===== config.mk =====
export PLATFORM = sky130hd
export DESIGN_NAME = cayde_decode_stage
export DESIGN_NICKNAME = d
export VERILOG_FILES = /design/src/rtl/cayde_pkg.sv /design/src/rtl/cayde_decode_comb.sv /design/src/rtl/cayde_decode_stage.sv
export SDC_FILE = /design/constraint.sdc
export NUM_CORES = 1
export LEC_CHECK = 0
export CELL_PAD_IN_SITES_DETAIL_PLACEMENT = 1
export CELL_PAD_IN_SITES_GLOBAL_PLACEMENT = 1
export CORE_UTILIZATION = 35
export CTS_CLUSTER_SIZE = 10
export DETAILED_ROUTE_END_ITERATION = 7
export GPL_ROUTABILITY_DRIVEN = 0
export PLACE_DENSITY = 0.82
export SLEW_MARGIN = 40
export SYNTH_ARGS = -nofsm -noshare
export SYNTH_HDL_FRONTEND = slang
export SYNTH_SLANG_ARGS = --single-unit

===== constraint.sdc =====
create_clock -name clk -period 4.62 [get_ports clk]
set_input_delay 1.386 -clock clk [delete_from_list [all_inputs] [get_ports clk]]
set_output_delay 1.386 -clock clk [all_outputs]
set_load 0.01 [all_outputs]

===== src/rtl/cayde_pkg.sv =====
// cayde_pkg: ALU operation codes, opcode/funct7 constants and funct3 mapping shared by the decode stage
package cayde_pkg;

    typedef enum logic [6:0] {
        ALU_ADD    = 7'd0,
        ALU_SUB    = 7'd1,
        ALU_XOR    = 7'd2,
        ALU_AND    = 7'd3,
        ALU_OR     = 7'd4,
        ALU_SLL    = 7'd5,
        ALU_SLT    = 7'd6,
        ALU_SLTU   = 7'd7,
        ALU_SRL    = 7'd8,
        ALU_SRA    = 7'd9,
        ALU_MUL    = 7'd16,
        ALU_MULH   = 7'd17,
        ALU_MULHSU = 7'd18,
        ALU_MULHU  = 7'd19,
        ALU_DIV    = 7'd20,
        ALU_DIVU   = 7'd21,
        ALU_REM    = 7'd22,
        ALU_REMU   = 7'd23
    } alu_op_e;

    localparam logic [6:0] OPC_OP     = 7'b0110011;
    localparam logic [6:0] OPC_OP_IMM = 7'b0010011;
    localparam logic [6:0] OPC_LUI    = 7'b0110111;

    localparam logic [6:0] F7_BASE   = 7'b0000000;
    localparam logic [6:0] F7_ALT    = 7'b0100000;
    localparam logic [6:0] F7_MULDIV = 7'b0000001;

    // Base-ISA operation selected by funct3 when funct7 is the plain encoding
    function automatic alu_op_e f3_op(input logic [2:0] f3);
        return (f3 == 3'b000) ? ALU_ADD  :
               (f3 == 3'b001) ? ALU_SLL  :
               (f3 == 3'b010) ? ALU_SLT  :
               (f3 == 3'b011) ? ALU_SLTU :
               (f3 == 3'b100) ? ALU_XOR  :
               (f3 == 3'b101) ? ALU_SRL  :
               (f3 == 3'b110) ? ALU_OR   : ALU_AND;
    endfunction

endpackage


===== src/rtl/cayde_decode_comb.sv =====
// cayde_decode_comb: purely combinational RV32I/M subset decoder (instruction -> control fields)
module cayde_decode_comb
    import cayde_pkg::*;
#(
    parameter int ENABLE_M = 0
) (
    input  logic [31:0] i_instr,
    output alu_op_e     o_alu_op,
    output logic [4:0]  o_rs1,
    output logic [4:0]  o_rs2,
    output logic [4:0]  o_rd,
    output logic [31:0] o_imm,
    output logic        o_use_imm,
    output logic        o_reg_we,
    output logic        o_illegal
);

    logic [6:0] w_opc;
    logic [6:0] w_f7;
    logic [2:0] w_f3;
    logic       w_shift;

    assign w_opc   = i_instr[6:0];
    assign w_f7    = i_instr[31:25];
    assign w_f3    = i_instr[14:12];
    assign w_shift = (w_f3 == 3'b001) || (w_f3 == 3'b101);

    // Everything defaults to the illegal encoding; each recognised form overrides it.
    // Opcode comparison includes instr[1:0], so non-32-bit encodings fall through as illegal.
    always_comb begin
        o_alu_op  = ALU_ADD;
        o_rs1     = i_instr[19:15];
        o_rs2     = i_instr[24:20];
        o_rd      = i_instr[11:7];
        o_imm     = '0;
        o_use_imm = 1'b0;
        o_reg_we  = 1'b0;
        o_illegal = 1'b1;
        if (w_opc == OPC_OP) begin
            if (w_f7 == F7_BASE || (w_f7 == F7_ALT && (w_f3 == 3'b000 || w_f3 == 3'b101))) begin
                o_alu_op  = (w_f7 == F7_ALT) ? ((w_f3 == 3'b000) ? ALU_SUB : ALU_SRA) : f3_op(w_f3);
                o_reg_we  = 1'b1;
                o_illegal = 1'b0;
            end else if (ENABLE_M != 0 && w_f7 == F7_MULDIV) begin
                o_alu_op  = alu_op_e'({4'b0010, w_f3});
                o_reg_we  = 1'b1;
                o_illegal = 1'b0;
            end
        end else if (w_opc == OPC_OP_IMM) begin
            if (!w_shift || w_f7 == F7_BASE || (w_f3 == 3'b101 && w_f7 == F7_ALT)) begin
                o_alu_op  = (w_shift && w_f7 == F7_ALT) ? ALU_SRA : f3_op(w_f3);
                o_imm     = {{20{i_instr[31]}}, i_instr[31:20]};
                o_use_imm = 1'b1;
                o_reg_we  = 1'b1;
                o_illegal = 1'b0;
            end
        end else if (w_opc == OPC_LUI) begin
            o_rs1     = '0;
            o_imm     = {i_instr[31:12], 12'b0};
            o_use_imm = 1'b1;
            o_reg_we  = 1'b1;
            o_illegal = 1'b0;
        end
    end

endmodule


===== src/rtl/cayde_decode_stage.sv =====
// cayde_decode_stage: one-deep registered decode stage with valid/ready handshake and illegal counter
module cayde_decode_stage
    import cayde_pkg::*;
#(
    parameter int ENABLE_M = 0,
    parameter int CNT_W    = 8
) (
    input  logic             clk,
    input  logic             rst_n,
    input  logic             flush,
    input  logic             in_valid,
    output logic             in_ready,
    input  logic [31:0]      in_instr,
    output logic             out_valid,
    input  logic             out_ready,
    output alu_op_e          alu_op,
    output logic [4:0]       rs1,
    output logic [4:0]       rs2,
    output logic [4:0]       rd,
    output logic [31:0]      imm,
    output logic             use_imm,
    output logic             reg_we,
    output logic             illegal,
    output logic [CNT_W-1:0] illegal_cnt
);

    alu_op_e          w_alu_op;
    logic [4:0]       w_rs1;
    logic [4:0]       w_rs2;
    logic [4:0]       w_rd;
    logic [31:0]      w_imm;
    logic             w_use_imm;
    logic             w_reg_we;
    logic             w_illegal;
    logic             w_accept;

    logic             r_valid;
    alu_op_e          r_alu_op;
    logic [4:0]       r_rs1;
    logic [4:0]       r_rs2;
    logic [4:0]       r_rd;
    logic [31:0]      r_imm;
    logic             r_use_imm;
    logic             r_reg_we;
    logic             r_illegal;
    logic [CNT_W-1:0] r_cnt;

    cayde_decode_comb #(.ENABLE_M(ENABLE_M)) u_comb (
        .i_instr   (in_instr),
        .o_alu_op  (w_alu_op),
        .o_rs1     (w_rs1),
        .o_rs2     (w_rs2),
        .o_rd      (w_rd),
        .o_imm     (w_imm),
        .o_use_imm (w_use_imm),
        .o_reg_we  (w_reg_we),
        .o_illegal (w_illegal)
    );

    // Flush blocks acceptance so a flushed instruction is neither held nor counted
    assign in_ready = !flush && (!r_valid || out_ready);
    assign w_accept = in_valid && in_ready;

    // Output register: loads on acceptance, drains on consumption, clears on flush
    always_ff @(posedge clk or negedge rst_n) begin
        if (!rst_n) begin
            r_valid   <= 1'b0;
            r_alu_op  <= ALU_ADD;
            r_rs1     <= '0;
            r_rs2     <= '0;
            r_rd      <= '0;
            r_imm     <= '0;
            r_use_imm <= 1'b0;
            r_reg_we  <= 1'b0;
            r_illegal <= 1'b0;
            r_cnt     <= '0;
        end else if (flush) begin
            r_valid <= 1'b0;
        end else if (w_accept) begin
            r_valid   <= 1'b1;
            r_alu_op  <= w_alu_op;
            r_rs1     <= w_rs1;
            r_rs2     <= w_rs2;
            r_rd      <= w_rd;
            r_imm     <= w_imm;
            r_use_imm <= w_use_imm;
            r_reg_we  <= w_reg_we;
            r_illegal <= w_illegal;
            if (w_illegal && r_cnt != '1) r_cnt <= r_cnt + CNT_W'(1);
        end else if (out_ready) begin
            r_valid <= 1'b0;
        end
    end

    assign out_valid   = r_valid;
    assign alu_op      = r_alu_op;
    assign rs1         = r_rs1;
    assign rs2         = r_rs2;
    assign rd          = r_rd;
    assign imm         = r_imm;
    assign use_imm     = r_use_imm;
    assign reg_we      = r_reg_we;
    assign illegal     = r_illegal;
    assign illegal_cnt = r_cnt;

endmodule


# == Yosys cells after proc, flatten, opt, wreduce, memory -nomap -nowiden ==
# Cells that the tools add are included.
# classes
n_addsub,1
n_eq_ne,11
mux,35
reduce_logical,20
bitwise,1
# ops
op,n
two-way mux 32 bit,4
two-way mux 7 bit,12
"equality test 7 x 6 -> 1 bit, second input constant",3
two-way mux 5 bit,3
two-way mux 1 bit,14
"equality test 3 bit, second input constant",3
"adder 8 x 1 -> 8 bit, second input constant",1
"inequality test 8 bit, second input constant",1
"equality test 7 x 5 -> 1 bit, second input constant",1
logical NOT 7 bit,1
"equality test 3 x 2 -> 1 bit, second input constant",2
logical AND 1 bit,6
logical OR 1 bit,6
two-way mux 4 bit,1
"equality test 3 x 1 -> 1 bit, second input constant",1
logical NOT 1 bit,3
logical NOT 3 bit,1
two-way mux 3 bit,1
AND reduction 3 bit,1
nonzero test 3 bit,1
AND reduction 2 bit,1
inverter 1 bit,1
# totals
elab_cells,78
regBits,66
inputBits,37

# == Logic depth before layout (Yosys ltp) ==
# depth
ltp_word,12
depth_mapped,7
ltp_nobuf,6

# == By module ==
# A second synthesis with hierarchy kept.
# hier_totals
cells_unflattened,257
area_unflattened_um2,3245.6
# modules_own_cells
module,cells_per_inst,n_inst,area_each_um2
cayde_decode_stage,163,1,2593.7
cayde_decode_comb,94,1,651.9

# == Worst setup path before layout ==
# OpenSTA, ideal clock, no wires.
# synth_path
path_kind,input port to output port
start,input port out_ready
end,output port in_ready
t_arrival_ns,1.588
path_buffers,0
slack_ns,1.646
stages,2
required_time_ns,3.234
path_cell_list,nor2b_1 nor2_1
# synth_via
elab_chain_cells,2
# synth_rtl
item,line,rtl
"start, declared",cayde_decode_stage.sv:15,"input logic out_ready,"
logical OR 1 bit,cayde_decode_stage.sv:61,assign in_ready = !flush && (!r_valid || out_ready);
logical AND 1 bit,cayde_decode_stage.sv:61,
"end, declared",cayde_decode_stage.sv:12,"output logic in_ready,"
# Every way passes these cells.

# == Worst setup path in the final report ==
# Same ends and word-level chain as after synthesis.

==> impl.org <==
** Floorplan
- Starting density of the core :: 36.2%
- The die covers 8350 sq um.
- Core box area :: 7730 sq um
- Die width :: 91.4 microns
- Die H :: 91.4 microns
- Top-level port count :: 104
- The floorplan has 32 rows.

** Outcome
- The flow ran to the end, and the final reports show no timing, DRC or antenna violations.

** STA
- Dividing the final minimum period by the clock period gives 86.1%.
- Counting I/O delays and the setup requirement, the final critical path takes 3980 ps.
- Slew Viols, Final :: 0
- Measured against its own limit, the worst slew margin works out to 47.2%.
- Final Setup Violations :: 0
- Hold timing on the final database bottoms out at a slack of 483 ps.
- Total count of hold-check failures in the final report :: 0
- Maximum frequency from static timing analysis :: 0.251 GHz
- Setup repair after global routing left no endpoint under its margin.
- Final Skew :: 8.11 ps
- Slew at the pin closest to its max-slew limit :: 792 ps
- For the final routed database, the setup TNS stands at 0 ps.

** Route
- Met2 wire len :: 3750 microns
- Met3 wirelength from detailed routing :: 283 microns
- Number of search-and-repair iterations in the first detailed-routing pass :: 4
- Summing over every cut layer, the via total after detailed routing is 2,509.
- The count of nets left with antenna violations once routing finished came out at 0.
- Via count normalized by instance count :: 4.99
- The routed design has 7780 microns of wire.
- Post-DR wirelength/cell :: 15.5 microns
- DRC violations left :: 0
- For this block, the initial DRC count from the detailed router was 82.
- Signal routing reaches up to met4.
- The detailed router put a total of 3640 microns of wire on met1.

** Yosys
- Total standard cell area after synthesis :: 2800 sq um
- For this run, the register share of the synthesized area comes to 56.4%.
- Counting flops with an async set or reset pin after synthesis yields a share of 100%.
- A synthesized cell averages 9.29 sq um.
- Cells after synthesis :: 301
- Share of Yosys cell area claimed by the top area cell type :: 56.4%
- In the synthesized netlist the dominant register cell turns out to be sky130_fd_sc_hd__dfrtp_1.
- Counting flops with a built-in enable in the synthesized netlist gives 0.
- The synthesized design contains 63 register bits.
- Yosys printed 0 warnings.
- Of all cell types, the one taking the most synthesized area is sky130_fd_sc_hd__dfrtp_1.
- Number of distinct library cells after synthesis :: 39
- Main area contributors after synthesis :: sky130_fd_sc_hd__dfrtp_1 (56%), sky130_fd_sc_hd__nand2_1 (12%), sky130_fd_sc_hd__a31oi_1 (5.1%)

** Global route
- After global routing the overflow that remains totals 0.
- Global-route wire length before repair :: 12,900 microns
- Number of global-route vias before repair :: 2,534
- Overall fraction of global-route tracks in use :: 19.7%
- Entering global routing, the biggest net connects 47 pins.
- The number of antenna violations at the first check in global routing came to 0.

** Clock tree
- Buffer cell driving the clock tree root :: sky130_fd_sc_hd__clkbuf_8
- TritonCTS built the clock tree.
- Number of buffers added for setup after CTS :: 0
- Hold repair after CTS inserted 0 buffers.
- The clock reaches the later pin of the worst-skew pair after 340 ps.
- Clock net sink count :: 63
- In this run the number of H-tree levels came out at 3.
- Gates resized, CTS repair :: 0
- Clock Path Buffers :: 2
- Total clock buffers created by CTS :: 9
- After clock tree synthesis, the clock-pin slew on the worst setup and hold paths is 70 ps.

** Worst setup path
- Of all nets on the critical path, the largest fanout is 2.
- STA classifies the critical path endpoint as an output pin.
- Worst endpoint data arrival time :: 2590 ps
- At the worst endpoint, the required time is 3230 ps.
- The worst setup path is of the in2out kind.
- CP startpoint kind :: input pin

** Final layout
- The top cell types in the final layout, fill and taps aside, are sky130_fd_sc_hd__clkdlybuf4s50_1 (99), sky130_fd_sc_hd__nand2_1 (92), sky130_fd_sc_hd__dfrtp_1 (63).
- The library cell used most frequently in the layout, excluding fill and tap cells, is sky130_fd_sc_hd__clkdlybuf4s50_1.
- The final layout contains 434 nets.
- For this run, the share of the core covered by cells in the final layout is 52.3%.
- P&R area growth vs syn :: 44.5%
- In the final layout, flip-flops and latches occupy 1580 sq um.
- The layout has 885 filler cells.
- The repair_antennas step left the layout with diodes totalling 0.
- Share of layout cells above drive strength 1 :: 7.23%
- Area used by multi-input combinational logic :: 1110 sq um

** Power
- Power Dens Cells :: 377 nW/um^2
- IR analysis of the VDD net gives a maximum drop of 0.233 mV.
- Static Leak :: 1.68 nW

** Placed design
- Once detailed placement completed, the half-perimeter wirelength came to 5480 microns.
- In this run the tool buffered the top-level ports with 100 buffer cells.

** Run
- The tool flagged a number of max-cap violations equal to 0.

** Worst hold path
- Class of the tightest hold or removal check :: reg2reg
flip-flops by register name, summed over array words and instances, names as in the netlist, 4 cells and up:
| register | flops |
|---|---|
| alu_op | 4 |
| rs1 | 5 |
| rd | 5 |
| rs2 | 5 |
| illegal_cnt | 8 |
| imm | 32 |
power breakdown:
group | switching (mW) | internal (mW) | total (mW)
combinational | 0.165 | 0.208 | 0.373
sequential | 0.0594 | 0.624 | 0.684
clock | 0.213 | 0.253 | 0.466
cell families after synthesis:
family	count (synthesis)	share of synthesized area, %
and+or+nand+nor	144	22.9
DFF	63	56.4
AOI/OAI and AO/OA	58	12.5
buffers and inverters	24	4.47
xor gates and xnor gates	9	2.82
adders and majority gates	1	0.447
other	1	0.134
muxes	1	0.402
metrics by stage:
step | std cells | cell area (sq um) | total power [mW] | worst slack, ps
after global routing | 503 | 4040 | 1.60 | 615
final | 503 | 4040 | 1.52 | 641
after detailed placement | 487 | 3850 | 1.07 | 631
after global placement | 487 | 3840 | 1.05 | 709
after CTS | 503 | 4040 | 1.54 | 635
after floorplan | 303 | 2810 | 0.835 | 1650
path summary, 6_finish.rpt:
kind	start	endpoint	slack, ps	cells past startpoint
worst max-delay path	out_ready	in_ready	640	4
worst min-delay path	rd[1]	rd[1]	480	2
worst max register to register	out_valid	imm[31]	2760	5
worst min register to register	rd[1]	rd[1]	480	2
max in group asynchronous	rst_n	rs2[4]	2860	2
min in group asynchronous	rst_n	imm[17]	1040	1
critical path, cell delays in order:
cell and delay [ps]:
sky130_fd_sc_hd__clkdlybuf4s50_1 480, sky130_fd_sc_hd__nor2b_1 70, sky130_fd_sc_hd__nor2_1 110, sky130_fd_sc_hd__clkdlybuf4s50_1 550
metal layers:
| layer | GRT usage [%] | vias up |
|---|---|---|
| li1 | - | 1200 |
| met4 | 6.35 | 0 |
| met2 | 32.4 | 79 |
| met3 | 3.35 | 12 |
| met1 | 26.3 | 1218 |
| met5 | 0 | - |
cell usage after synthesis, types with 2 or more instances:
master                      n
sky130_fd_sc_hd__a21oi_1    5
sky130_fd_sc_hd__a31oi_1   23
sky130_fd_sc_hd__and3_1     4
sky130_fd_sc_hd__buf_4      3
sky130_fd_sc_hd__buf_6      3
sky130_fd_sc_hd__clkbuf_1  14
sky130_fd_sc_hd__dfrtp_1   63
sky130_fd_sc_hd__inv_1      3
sky130_fd_sc_hd__nand2_1   92
sky130_fd_sc_hd__nand2b_1   4
sky130_fd_sc_hd__nand3_1    4
sky130_fd_sc_hd__nand4_1    4
sky130_fd_sc_hd__nor2_1    26
sky130_fd_sc_hd__o21ai_0   10
sky130_fd_sc_hd__o21ai_1   10
sky130_fd_sc_hd__o31ai_1    3
sky130_fd_sc_hd__xnor2_1    7
sky130_fd_sc_hd__xor2_1     2
final cells by class:
cell class              instances  share of cell area (%)
clock buffers                  14                    4.52
clock inverters                 2                   0.310
inverters                       3                   0.279
multi-input cells             216                    27.5
flip-flops and latches         63                    39.0
well taps                     102                    3.16
repair buffers                103                    25.3
Note: power is estimated with default switching activity, not from simulation.
